[src/rtl/mem_lsu_pkg.sv]
// Shared types and helpers for the MEM-stage load/store unit: op encoding,
// FSM states, access size, alignment and byte-lane helpers.
package mem_lsu_pkg;

  typedef enum logic [3:0] {
    LSU_NONE = 4'd0,
    LSU_LB,
    LSU_LH,
    LSU_LW,
    LSU_LBU,
    LSU_LHU,
    LSU_SB,
    LSU_SH,
    LSU_SW
  } lsu_ls_op_t;

  typedef enum logic [1:0] {
    LSU_ST_IDLE,
    LSU_ST_REQ,
    LSU_ST_WAIT
  } lsu_state_t;

  typedef enum logic [1:0] {
    LSU_SZ_B,
    LSU_SZ_H,
    LSU_SZ_W
  } lsu_size_t;

  function automatic logic lsu_is_load(input lsu_ls_op_t op);
    return op inside {LSU_LB, LSU_LH, LSU_LW, LSU_LBU, LSU_LHU};
  endfunction

  function automatic lsu_size_t lsu_size(input lsu_ls_op_t op);
    lsu_size_t sz;
    unique case (op)
      LSU_LB, LSU_LBU, LSU_SB: sz = LSU_SZ_B;
      LSU_LH, LSU_LHU, LSU_SH: sz = LSU_SZ_H;
      default:                 sz = LSU_SZ_W;
    endcase
    return sz;
  endfunction

  function automatic logic lsu_aligned(input lsu_size_t sz, input logic [1:0] lo);
    logic ok;
    unique case (sz)
      LSU_SZ_B: ok = 1'b1;
      LSU_SZ_H: ok = (lo[0] == 1'b0);
      default:  ok = (lo == 2'b00);
    endcase
    return ok;
  endfunction

  function automatic logic [3:0] lsu_be(input lsu_size_t sz, input logic [1:0] lo);
    logic [3:0] be;
    unique case (sz)
      LSU_SZ_B: be = 4'b0001 << lo;
      LSU_SZ_H: be = 4'b0011 << lo;
      default:  be = 4'hF;
    endcase
    return be;
  endfunction

  // Replicating the datum across lanes lets the byte enables pick the lane.
  function automatic logic [31:0] lsu_lane_wdata(input lsu_size_t sz, input logic [31:0] wd);
    logic [31:0] d;
    unique case (sz)
      LSU_SZ_B: d = {4{wd[7:0]}};
      LSU_SZ_H: d = {2{wd[15:0]}};
      default:  d = wd;
    endcase
    return d;
  endfunction

endpackage

[src/rtl/mem_lsu_if.sv]
// Data-memory bus between the LSU (master) and memory (slave):
// req/gnt request handshake, rvalid/err response.
interface mem_lsu_if;
  logic        req;
  logic        gnt;
  logic [31:0] addr;
  logic        we;
  logic [3:0]  be;
  logic [31:0] wdata;
  logic        rvalid;
  logic [31:0] rdata;
  logic        err;

  modport master (
    output req, addr, we, be, wdata,
    input  gnt, rvalid, rdata, err
  );

  modport slave (
    input  req, addr, we, be, wdata,
    output gnt, rvalid, rdata, err
  );
endinterface

[src/rtl/mem_lsu_load_align.sv]
// Combinational load formatter: selects the byte/half at the access offset
// and sign- or zero-extends it according to the load op.
module mem_lsu_load_align
  import mem_lsu_pkg::*;
(
  input  logic [31:0] i_rdata,
  input  logic [1:0]  i_addr_lo,
  input  lsu_ls_op_t  i_op,
  output logic [31:0] o_data
);

  logic [31:0] w_sh;

  always_comb begin
    w_sh   = i_rdata >> {i_addr_lo, 3'b000};
    o_data = w_sh;
    unique case (i_op)
      LSU_LB:  o_data = {{24{w_sh[7]}}, w_sh[7:0]};
      LSU_LBU: o_data = {24'd0, w_sh[7:0]};
      LSU_LH:  o_data = {{16{w_sh[15]}}, w_sh[15:0]};
      LSU_LHU: o_data = {16'd0, w_sh[15:0]};
      default: o_data = w_sh;
    endcase
  end

endmodule

[src/rtl/mem_lsu.sv]
// MEM-stage load/store unit: masters the data-memory bus, stalls the pipe
// while a transaction is outstanding. Optional WAIT watchdog: COTM32_LSU_TIMEOUT_EN.
module mem_lsu
  import mem_lsu_pkg::*;
#(
  parameter int unsigned TIMEOUT_CYCLES = 255
) (
  input  logic        i_clk,
  input  logic        i_rst_n,
  input  logic        i_valid,
  input  lsu_ls_op_t  i_ls_op,
  input  logic [31:0] i_addr,
  input  logic [31:0] i_wdata,
  input  logic        i_flush,
  output logic        o_stall,
  output logic        o_done,
  output logic [31:0] o_rdata,
  output logic        o_t_load_addr_misaligned,
  output logic        o_t_store_addr_misaligned,
  output logic        o_t_load_access_fault,
  output logic        o_t_store_access_fault,
  mem_lsu_if.master   bus
);

  lsu_state_t  r_state, w_next;
  lsu_ls_op_t  r_op;
  logic [29:0] r_waddr;
  logic [1:0]  r_addr_lo;
  logic [3:0]  r_be;
  logic [31:0] r_wdata;
  logic        r_we;
  logic        r_killed;

  lsu_size_t   w_size;
  logic        w_req_op, w_aligned, w_accept, w_misal;
  logic        w_timeout, w_rsp, w_err, w_keep, w_ld_op;
  logic [31:0] w_ld_data;

  assign w_size    = lsu_size(i_ls_op);
  assign w_req_op  = (r_state == LSU_ST_IDLE) & i_valid & (i_ls_op != LSU_NONE) & ~i_flush;
  assign w_aligned = lsu_aligned(w_size, i_addr[1:0]);
  assign w_accept  = w_req_op & w_aligned;
  assign w_misal   = w_req_op & ~w_aligned;

  // A real response wins over a watchdog expiry landing in the same cycle.
  assign w_rsp   = (r_state == LSU_ST_WAIT) & (bus.rvalid | w_timeout);
  assign w_err   = bus.rvalid ? bus.err : 1'b1;
  assign w_keep  = w_rsp & ~r_killed & ~i_flush;
  assign w_ld_op = lsu_is_load(r_op);

`ifdef COTM32_LSU_TIMEOUT_EN
  localparam int unsigned CNT_W = $clog2(TIMEOUT_CYCLES + 1);
  logic [CNT_W-1:0] r_wait_cnt;

  always_ff @(posedge i_clk or negedge i_rst_n) begin
    if (!i_rst_n) begin
      r_wait_cnt <= '0;
    end else if ((r_state == LSU_ST_WAIT) && !w_rsp) begin
      r_wait_cnt <= r_wait_cnt + CNT_W'(1);
    end else begin
      r_wait_cnt <= '0;
    end
  end

  assign w_timeout = (r_state == LSU_ST_WAIT) && (r_wait_cnt == CNT_W'(TIMEOUT_CYCLES - 1));
`else
  logic w_unused_timeout;
  assign w_unused_timeout = (TIMEOUT_CYCLES != 0);
  assign w_timeout        = 1'b0;
`endif

  mem_lsu_load_align u_load_align (
    .i_rdata   (bus.rdata),
    .i_addr_lo (r_addr_lo),
    .i_op      (r_op),
    .o_data    (w_ld_data)
  );

  always_ff @(posedge i_clk or negedge i_rst_n) begin
    if (!i_rst_n) begin
      r_state <= LSU_ST_IDLE;
    end else begin
      r_state <= w_next;
    end
  end

  always_ff @(posedge i_clk or negedge i_rst_n) begin
    if (!i_rst_n) begin
      r_op      <= LSU_NONE;
      r_waddr   <= '0;
      r_addr_lo <= '0;
      r_be      <= '0;
      r_wdata   <= '0;
      r_we      <= 1'b0;
      r_killed  <= 1'b0;
    end else begin
      if (w_accept) begin
        r_op      <= i_ls_op;
        r_waddr   <= i_addr[31:2];
        r_addr_lo <= i_addr[1:0];
        r_be      <= lsu_be(w_size, i_addr[1:0]);
        r_wdata   <= lsu_lane_wdata(w_size, i_wdata);
        r_we      <= ~lsu_is_load(i_ls_op);
        r_killed  <= 1'b0;
      end else if ((r_state != LSU_ST_IDLE) && i_flush) begin
        r_killed  <= 1'b1;
      end
    end
  end

  always_comb begin
    w_next                    = r_state;
    o_stall                   = 1'b0;
    o_done                    = 1'b0;
    o_rdata                   = '0;
    o_t_load_addr_misaligned  = 1'b0;
    o_t_store_addr_misaligned = 1'b0;
    o_t_load_access_fault     = 1'b0;
    o_t_store_access_fault    = 1'b0;
    unique case (r_state)
      LSU_ST_IDLE: begin
        if (w_accept) begin
          w_next  = LSU_ST_REQ;
          o_stall = 1'b1;
        end
        if (w_misal) begin
          o_done                    = 1'b1;
          o_t_load_addr_misaligned  = lsu_is_load(i_ls_op);
          o_t_store_addr_misaligned = ~lsu_is_load(i_ls_op);
        end
      end
      LSU_ST_REQ: begin
        o_stall = 1'b1;
        if (bus.gnt) w_next = LSU_ST_WAIT;
      end
      LSU_ST_WAIT: begin
        if (w_rsp) begin
          w_next = LSU_ST_IDLE;
          if (w_keep) begin
            o_done = 1'b1;
            if (w_err) begin
              o_t_load_access_fault  = w_ld_op;
              o_t_store_access_fault = ~w_ld_op;
            end else if (w_ld_op) begin
              o_rdata = w_ld_data;
            end
          end
        end else begin
          o_stall = 1'b1;
        end
      end
      default: w_next = LSU_ST_IDLE;
    endcase
  end

  assign bus.req   = (r_state == LSU_ST_REQ);
  assign bus.addr  = {r_waddr, 2'b00};
  assign bus.we    = r_we;
  assign bus.be    = r_be;
  assign bus.wdata = r_wdata;

endmodule

[src/flat_wrapper.sv]
// flat-port wrapper written by rule: the top's interface ports become plain ports
module mem_lsu_flat import mem_lsu_pkg::*;
#(
  parameter int unsigned TIMEOUT_CYCLES = 255
)
  (i_clk, i_rst_n, i_valid, i_ls_op, i_addr, i_wdata, i_flush, o_stall, o_done, o_rdata, o_t_load_addr_misaligned, o_t_store_addr_misaligned, o_t_load_access_fault, o_t_store_access_fault, bus_req, bus_addr, bus_we, bus_be, bus_wdata, bus_gnt, bus_rvalid, bus_rdata, bus_err);
  mem_lsu_if bus_i ();
  input  logic i_clk;
  input  logic i_rst_n;
  input  logic i_valid;
  input  lsu_ls_op_t i_ls_op;
  input  logic [31:0] i_addr;
  input  logic [31:0] i_wdata;
  input  logic i_flush;
  output logic o_stall;
  output logic o_done;
  output logic [31:0] o_rdata;
  output logic o_t_load_addr_misaligned;
  output logic o_t_store_addr_misaligned;
  output logic o_t_load_access_fault;
  output logic o_t_store_access_fault;
  output wire logic [$bits(bus_i.req)-1:0] bus_req;
  output wire logic [$bits(bus_i.addr)-1:0] bus_addr;
  output wire logic [$bits(bus_i.we)-1:0] bus_we;
  output wire logic [$bits(bus_i.be)-1:0] bus_be;
  output wire logic [$bits(bus_i.wdata)-1:0] bus_wdata;
  input wire logic [$bits(bus_i.gnt)-1:0] bus_gnt;
  input wire logic [$bits(bus_i.rvalid)-1:0] bus_rvalid;
  input wire logic [$bits(bus_i.rdata)-1:0] bus_rdata;
  input wire logic [$bits(bus_i.err)-1:0] bus_err;
  assign bus_req = bus_i.req;
  assign bus_addr = bus_i.addr;
  assign bus_we = bus_i.we;
  assign bus_be = bus_i.be;
  assign bus_wdata = bus_i.wdata;
  assign bus_i.gnt = bus_gnt;
  assign bus_i.rvalid = bus_rvalid;
  assign bus_i.rdata = bus_rdata;
  assign bus_i.err = bus_err;
  mem_lsu #(.TIMEOUT_CYCLES(TIMEOUT_CYCLES)) u_core (.i_clk(i_clk), .i_rst_n(i_rst_n), .i_valid(i_valid), .i_ls_op(i_ls_op), .i_addr(i_addr), .i_wdata(i_wdata), .i_flush(i_flush), .o_stall(o_stall), .o_done(o_done), .o_rdata(o_rdata), .o_t_load_addr_misaligned(o_t_load_addr_misaligned), .o_t_store_addr_misaligned(o_t_store_addr_misaligned), .o_t_load_access_fault(o_t_load_access_fault), .o_t_store_access_fault(o_t_store_access_fault), .bus(bus_i));
endmodule
[config.mk]
export PLATFORM = sky130hd
export DESIGN_NAME = mem_lsu_flat
export DESIGN_NICKNAME = d
export VERILOG_FILES = /design/src/rtl/mem_lsu_pkg.sv /design/src/rtl/mem_lsu_if.sv /design/src/rtl/mem_lsu_load_align.sv /design/src/rtl/mem_lsu.sv /design/src/flat_wrapper.sv
export SDC_FILE = /design/constraint.sdc
export NUM_CORES = 1
export LEC_CHECK = 0
export ABC_AREA = 1
export CAP_MARGIN = 10
export CELL_PAD_IN_SITES_DETAIL_PLACEMENT = 0
export CELL_PAD_IN_SITES_GLOBAL_PLACEMENT = 1
export CORE_UTILIZATION = 31
export CTS_BUF_LIST = sky130_fd_sc_hd__clkbuf_4
export DETAILED_ROUTE_END_ITERATION = 10
export HOLD_SLACK_MARGIN = 0.1
export PLACE_DENSITY = 0.86
export RECOVER_POWER = 50
export SYNTH_ARGS = -nofsm -noshare
export SYNTH_HDL_FRONTEND = slang
export SYNTH_HIERARCHICAL = 1
export SYNTH_SLANG_ARGS = --single-unit
export TNS_END_PERCENT = 20
[constraint.sdc]
create_clock -name i_clk -period 2.6 [get_ports i_clk]
set_input_delay 0.39 -clock i_clk [delete_from_list [all_inputs] [get_ports i_clk]]
set_output_delay 0.39 -clock i_clk [all_outputs]
set_load 0.005 [all_outputs]
======== Yosys cells after proc, flatten, opt, wreduce, memory -nomap -nowiden ========
Cells that the tools add are included.
storage, ports and cells
  word-level logic and storage cells ...... 91
  output and inout port bits .............. 108
  bits of input ports ..................... 107
  register bits after elaboration ......... 76
operators by class
  equality and inequality tests ........... 18
  reductions and logical operators ........ 12
  bitwise operators ....................... 14
  shifts and indexed selects .............. 3
  mux-type cells .......................... 36
operators by type and width
  operator               number
  $mux W32               5
  $pmux W32 S4           1
  $pmux W32 S2           1
  $shr A32 B5 Y32        1
  $eq A4 B3 Y1 const B   6
  $mux W1                20
  $eq A4 B2 Y1 const B   4
  $reduce_bool A5 Y1     2
  $and A1 B1 Y1          8
  $eq A4 B1 Y1 const B   2
  $pmux W4 S2            1
  $logic_not A2 Y1       3
  $mux W2                3
  $ne A2 B1 Y1 const B   3
  $not A1 Y1             6
  $pmux W2 S3            1
  $reduce_or A3 Y1       2
  $eq A2 B1 Y1 const B   2
  $pmux W1 S2            2
  $pmux W2 S2            1
  $reduce_bool A2 Y1     2
  $reduce_bool A4 Y1     1
  $shl A1 B2 Y4 const A  1
  $shl A2 B2 Y4 const A  1
  4 further kinds        4

======== Longest topological paths before layout ========
Gate-level depths: netlist of run 1.
  depth after elaboration ................. 9
  depth in mapped cells ................... 11
  mapped depth without buffers ............ 10

======== Modules after synthesis ========
The synthesis of run 1 kept the hierarchy.
modules (own cells, without submodules)
  module              instances  cells an instance  area an instance (um^2)
  mem_lsu             1          527                3968.8
  mem_lsu_load_align  1          183                819.5

======== Worst setup path before layout of run 1 ========
No wires, ideal clock.
  path kind ............................... flip-flop to output port
  from .................................... register u_core.r_op[1]
  to ...................................... output port o_rdata[16]
  cell stages (with the launch flop) ...... 9
  arrival ................................. 1348 ps
  path slack .............................. 862 ps
  buffers on the path ..................... 1
  data required time ...................... 2210 ps
  path through ............................ dfrtp_1 -> inv_1 -> nand2_1 -> o21ai_0 -> nor2_4 -> buf_2 -> nand2_1 -> nand2_1 -> and3b_1
between the ends
  word-level cells in the longest chain between the ends .. 7
  elaborated cells between the ends (all ways) .. 12
ends and longest elaborated chain
  element                                     RTL line                  text
  from (decl)                                 mem_lsu.sv:26             lsu_ls_op_t r_op;
  from (signal assigned)                      mem_lsu.sv:98             r_op <= i_ls_op;
  $eq A4 B3 Y1, or another cell as far along  mem_lsu_load_align.sv:17  unique case (i_op)
  $pmux W32 S4 *                              mem_lsu_load_align.sv:17
  via u_core.w_ld_data[16]                    mem_lsu.sv:37             logic [31:0] w_ld_data;
  $mux W32 *                                  mem_lsu.sv:144            end else if (w_ld_op) begin
  $mux W32 *                                  mem_lsu.sv:141            if (w_err) begin
  $mux W32 *                                  mem_lsu.sv:139            if (w_keep) begin
  $mux W32 *                                  mem_lsu.sv:137            if (w_rsp) begin
  $mux W32 *                                  mem_lsu.sv:120            unique case (r_state)
  to (decl)                                   flat_wrapper.sv:17        output logic [31:0] o_rdata;
Mark *: on every way through the listed nets, which the timed path passes. The rest lies on a longest branch.

======== Worst setup path in the final report of run 1 ========
  from .................................... register u_core.r_addr_lo[0]
  to ...................................... output port o_rdata[22]
between the ends
  word-level cells in the longest chain between the ends .. 7
ends and longest elaborated chain
  element                   RTL line                  text
  from (decl)               mem_lsu.sv:28             logic [1:0] r_addr_lo;
  from (signal assigned)    mem_lsu.sv:100            r_addr_lo <= i_addr[1:0];
  $shr A32 B5 Y32           mem_lsu_load_align.sv:15  w_sh = i_rdata >> {i_addr_lo, 3'b000};
  $pmux W32 S4              mem_lsu_load_align.sv:17
  via u_core.w_ld_data[22]  mem_lsu.sv:37
  $mux W32                  mem_lsu.sv:144
  $mux W32                  mem_lsu.sv:141
  $mux W32                  mem_lsu.sv:139
  $mux W32                  mem_lsu.sv:137
  $mux W32                  mem_lsu.sv:120
The timed path passes the listed nets, and every way through them passes these cells.

==> results of run 1 <==
synth_stat cells:
master	number
a21oi_1	12
a22oi_1	7
and2_1	1
and3b_1	32
buf_1	1
buf_2	23
buf_4	4
buf_6	6
clkbuf_1	11
conb_1	1
dfrtp_1	76
inv_1	29
inv_2	4
nand2_1	336
nand2_2	2
nand3_1	91
nand3_2	2
nand3b_1	1
nor2_1	36
nor2_4	3
nor3_1	3
nor3b_1	1
o21ai_0	16
o21ai_1	3
o21ai_2	1
o22ai_1	1
or2_2	7
worst min-delay path, delay by kind of cell:
kind                   cells  cell delay (ps)
buffers and inverters      2              280
and+or+nand+nor            2              110
flip-flops by register name (all words and copies together), names as in the netlist:
signal            flops
u_core/r_op           4
u_core/bus.wdata     32
u_core/bus.be         4
u_core/bus.we         1
u_core/r_waddr       30
u_core/r_killed       1
u_core/r_addr_lo      2
u_core/r_state        2
per-layer routing:
| layer | vias to the layer above | track usage, % | wire, um |
|---|---|---|---|
| met1 | 2430 | 24.2 | 6770 |
| li1 | 2713 | - | - |
| met2 | 171 | 36.7 | 8030 |
| met3 | 21 | 5.73 | 1340 |
| met5 | - | 0 | 13 |
| met4 | 2 | 6.45 | 307 |
worst paths after layout:
path	slack [ps]	cells after the start	to	from
min in group asynchronous	1050	3	u_core/r_waddr[26]	i_rst_n
worst min-delay path	380	4	u_core/r_op[3]	i_ls_op[3]
worst max-delay path	-50	12	o_rdata[22]	u_core/r_addr_lo[0]
worst min register to register	490	2	u_core/bus.wdata[24]	u_core/bus.wdata[24]
worst max register to register	600	7	u_core/bus.wdata[23]	u_core/r_state[1]
max in group asynchronous	400	3	u_core/r_addr_lo[1]	i_rst_n
cell type report:
type	count	area, sq um	area share (%)
Sequential cell	76	1910	24.7
Clock buffer	10	75.1	0.974
Timing Repair Buffer	262	2620	34.0
Multi-Input combinational cell	557	2620	34.0
Inverter	33	136	1.77
Tap cell	188	235	3.05
Clock inverter	6	111	1.45
power breakdown:
group,total [W],switching [W],internal (W)
registers,0.00194,0.000292,0.00165
logic,0.00323,0.00155,0.00168
clock network,0.000947,0.000447,0.000500
total,0.00612,0.00229,0.00383
stage by stage:
| stage | hold WS [ps] | setup WS (ps) | power (W) | TNS (ps) | std cells |
|---|---|---|---|---|---|
| after detailed placement | 452 | -130 | 0.00491 | -463 | 1100 |
| final | 384 | -48.1 | 0.00612 | -98.4 | 1132 |
| after CTS | 396 | -91.1 | 0.00616 | -823 | 1124 |
| after global placement | 448 | -70.4 | 0.00488 | -201 | 1100 |
| after global routing | 421 | -198 | 0.00661 | -2520 | 1132 |
| after floorplan | 94.4 | 862 | 0.00339 | 0 | 711 |
cell families (layout without fill, tap and decap cells):
logic type	count (synthesis)	count (layout)	share of synthesized area [%]
AOI/OAI and AO/OA	40	40	4.65
buffers and inverters	78	311	7.97
DFF	76	76	39.7
other	1	2	0.0783
and+or+nand+nor	515	515	47.6
timing repair:
item,CTS,global route
cloned,1,0
resized for setup,58,29
setup endpoints to repair,36,24
pin swaps,5,2
hold buffers,1,0
setup buffers,6,8
endpoints found under the hold margin,76,0
==> impl_metrics.toml, run 1 <==
[outcome]
status = "finished with violations"
violations = "max-capacitance violations, max-slew violations, negative setup slack"

[clock_tree]
htree_levels = 3
cts_tree = "yes"
clk_latency_ps = 430
root_buffer = "clkbuf_4"
cts_buffers = 9
cts.sinks = 76
clk_pin_slew_ps = 130
clockBufferDepth = 2

[placed_design]
io_buffers = 212
dpl_cell_area_sq_um = 7220
gp_congestion = 0.838
dp_hpwl_um = 11600

[synthesis]
ys_ff_latch = 76
yosysWarnings = 6
synth.yosys.seq_area_share_pct = 39.7
syn_inst = 710
syn_area_sq_um = 4790
yosys.area.top_type = "dfrtp_1"
synth_area_leaders = "dfrtp_1 40%, nand2_1 26%, nand3_1 9.5%"
synth.distinct_cells = 27
avgSynthCellArea_sq_um = 6.74
synth_top_area_share_pct = 39.7

[die]
design.core.area_sq_um = 15100
dieArea_sq_um = 15900
row_count = 45
dieWidth_um = 126
initial_core_util_pct = 31.6
dieHeight_um = 126
pin_count = 215

[sta]
hold_violations = 0
finalCritPeriodShare_pct = 102
drv_slew = 77
setup_ws_ps = -48.1
slew_headroom_pct = -14.0
clock_skew_ps = 17.4
setup_viol = 6
rsz0062_at_grt = "yes"
fmax_mhz = 378
tightestPinTransition_ps = 1710
finalCriticalPeriod_ps = 2650

[critical_path]
criticalPathCategory = "register to primary output"
crit_chain = "buf_8 > nand2_1 > nand3_1 > nand2_1 > nand2_1 > nand2_2 > clkinv_4 > buf_2 > buf_4 > nand2_1 > and3b_1 > dlygate4sd2_1"
cp.required_ps = 2210
cpMostUsedCell = "nand2_1"
cp_data_arrival_time_ps = 2260
startpoint_type = "register"
crit_family = "buffers and inverters"
crit_path_end_kind = "primary output"
critPathMaxStageDelay_ps = 470
path_max_fanout = 13
cp_num_buf_inv = 5
cp_slowest_cell = "dfrtp_2"

[global_routing]
grt_antenna_before_repair = 1
grt_max_degree = 77
grt_pass1_wl_um = 26000
grt_pass1_vias = 5197
track_usage_pct = 20.7
grt-ovfl-total = 0

[final_layout]
n_antenna_cell = 0
layout-drive-gt1-share_pct = 12.3
layout_commonest_cell = "nand2_1"
fillers = 1508
fin_util_pct = 50.9
syn_to_final_growth_pct = 60.9
finalNetCount = 1046
final_cell_mix = "330 x nand2_1, 140 x clkdlybuf4s50_1, 88 x nand3_1"
final_area_sq_um = 7710

[route]
finalWirelength_um = 16500
wire_per_inst_um = 14.6
vias = 5337
viasPerCell = 4.71
drcViolationCount = 0
drt_iter0_drc = 210
first_pass_iters = 4
drtAntennaViolNets = 0

[power]
power.density_nw_per_um2 = 794
ir_drop_v = 0.000442
p_leak_nw = 4.35

[run]
drv_cap = 1

[min_path]
hp-class = "input pin to register"
(Power assumes the default switching activity.)
==> inputs of run 2 (changes only) <==
--- a/config.mk
+++ b/config.mk
@@ -15,6 +15,7 @@
 export HOLD_SLACK_MARGIN = 0.1
 export PLACE_DENSITY = 0.86
 export RECOVER_POWER = 50
+export SKIP_LAST_GASP = 1
 export SYNTH_ARGS = -nofsm -noshare
 export SYNTH_HDL_FRONTEND = slang
 export SYNTH_HIERARCHICAL = 1
==> impl_metrics.toml, run 2 (synthesis gave the netlist of run 1 again) <==
[die]
dieWidth_um = 126
dieArea_sq_um = 15900
row_count = 45
pin_count = 215
initial_core_util_pct = 31.6
design.core.area_sq_um = 15100
dieHeight_um = 126

[sta]
rsz0062_at_grt = "yes"
drv_slew = 77
clock_skew_ps = 18.9
tns_ps = -2480
setup_ws_ps = -101
fmax_mhz = 370
slew_headroom_pct = -13.7
hold_violations = 0
tightestPinTransition_ps = 1710
finalCriticalPeriod_ps = 2700
finalCritPeriodShare_pct = 104
setup_viol = 34

[final_layout]
largest_reg_flops = 32
final_cell_mix = "333 x nand2_1, 172 x clkdlybuf4s50_1, 90 x nand3_1"
layout-drive-gt1-share_pct = 10.0
n_antenna_cell = 0
finalNetCount = 1041
layout_commonest_cell = "nand2_1"
fillers = 1521
final_area_sq_um = 7590
syn_to_final_growth_pct = 58.6

[clock_tree]
clk_latency_ps = 430
htree_levels = 3
cts_buffers = 9
clockBufferDepth = 2
cts_tree = "yes"
cts.sinks = 76
root_buffer = "clkbuf_4"
clk_pin_slew_ps = 140

[power]
switching_power_w = 0.00224
power.density_nw_per_um2 = 790
power_w = 0.00600
p_seq_share_pct = 32.3
combPwrFrac_pct = 52.0
p_int_w = 0.00376
power_frac_clock_pct = 15.8
ir_drop_v = 0.000442
swShare_pct = 37.4
p_leak_nw = 4.05

[global_routing]
grt_pass1_wl_um = 25900
grt_max_degree = 77
grt-ovfl-total = 0
grt_pass1_vias = 5185
track_usage_pct = 20.7
grt_antenna_before_repair = 0

[critical_path]
r2r.worst_path.cells = 7
criticalPathCategory = "register to primary output"
startpoint_type = "register"
reg2reg_setup_slack_ps = 550
cp_data_arrival_time_ps = 2310
cp.required_ps = 2210
reg2reg_to = "u_core/bus.wdata[23]"
critPathLaunch = "u_core/r_op[1]"
crit_path_end_kind = "primary output"
crit_chain = "buf_4 > a21oi_1 > nand2_1 > nor3_2 > buf_12 > and3b_1 > clkdlybuf4s50_1"
timing.rr.start = "u_core/r_state[0]"
path_max_fanout = 32
critPathMaxStageDelay_ps = 500
cp_slowest_cell = "clkdlybuf4s50_1"

[route]
viasPerCell = 4.69
drt_iter0_drc = 229
vias = 5282
finalWirelength_um = 16300
drcViolationCount = 0
wire_per_inst_um = 14.5
first_pass_iters = 8
drtAntennaViolNets = 0

[min_path]
min_delay_path_depth = 3
hp-class = "input pin to register"
worstHoldStart = "i_ls_op[2]"
min_to = "u_core/r_op[2]"

[placed_design]
dp_hpwl_um = 11600
gp_congestion = 0.838
io_buffers = 212
dpl_cell_area_sq_um = 7220

[outcome]
violations = "max-capacitance violations, max-slew violations, negative setup slack"
status = "finished with violations"

[run]
drv_cap = 1
==> run 2: how the worst max path moves through the flow <==
stage / endpoint / slack [ps] / cells past startpoint
after floorplan: o_rdata[16] / 860 / 8
after detailed placement: o_t_load_addr_misaligned / -130 / 9
after global routing: o_rdata[9] / -220 / 7
after CTS: o_rdata[27] / -110 / 9
after global placement: o_t_load_addr_misaligned / -70 / 9
final: o_rdata[9] / -100 / 7
==> run 2: power by group through the flow <==
stage          sequential [W]  combinational, W  clock (W)
3_3_place_gp          0.00195           0.00293          0
5_1_grt               0.00201           0.00346    0.00102
6_report              0.00194           0.00312   0.000947
3_5_place_dp          0.00195           0.00296          0
2_1_floorplan         0.00197           0.00141          0
4_1_cts               0.00195           0.00318   0.000972
==> run 2: what timing repair did <==
action,CTS,global route
resized for setup,23,9
gates cloned,1,1
pin swaps,5,2
setup buffers,6,2
endpoints found under the setup margin,36,36
endpoints found under the hold margin,76,0
hold buffers,1,0
==> run 2: layer usage <==
layer | vias to the layer above | track usage (%) | routed length, um | share of wire [%]
li1 | 2706 | - | - | -
met1 | 2398 | 24.1 | 6840 | 42
met2 | 161 | 36.6 | 8000 | 49
met3 | 17 | 5.73 | 1210 | 7.4
met4 | 0 | 6.45 | 286 | 1.8
met5 | - | 0 | 0 | 0
==> run 2: cell type report <==
type | count | area (sq um) | share of cell area [%]
repair buffers | 256 | 2550 | 33.6
inverters | 33 | 136 | 1.80
repair inverters | 1 | 6.26 | 0.0824
multi-input cells | 557 | 2580 | 33.9
well taps | 188 | 235 | 3.10
clock buffers | 10 | 75.1 | 0.989
flip-flops and latches | 76 | 1900 | 25.1
clock inverters | 6 | 111 | 1.47
==> run 2: critical path, delay by kind of cell, from the launching register on <==
kind / cells / cell delay (ps)
AOI/OAI and AO/OA: 1 / 120
DFF: 1 / 420
buffers and inverters: 3 / 850
and+or+nand+nor: 3 / 490
==> run 2: stage by stage <==
step / cells / hold WS [ps] / setup WS (ps) / util (%)
floorplan: 711 / 94.4 / 862 / -
global placement: 1100 / 448 / -70.4 / 47.7
detailed placement: 1100 / 452 / -130 / 47.7
CTS: 1124 / 396 / -113 / 49.9
global route: 1127 / 433 / -223 / 50.1
finish: 1127 / 424 / -101 / 50.1
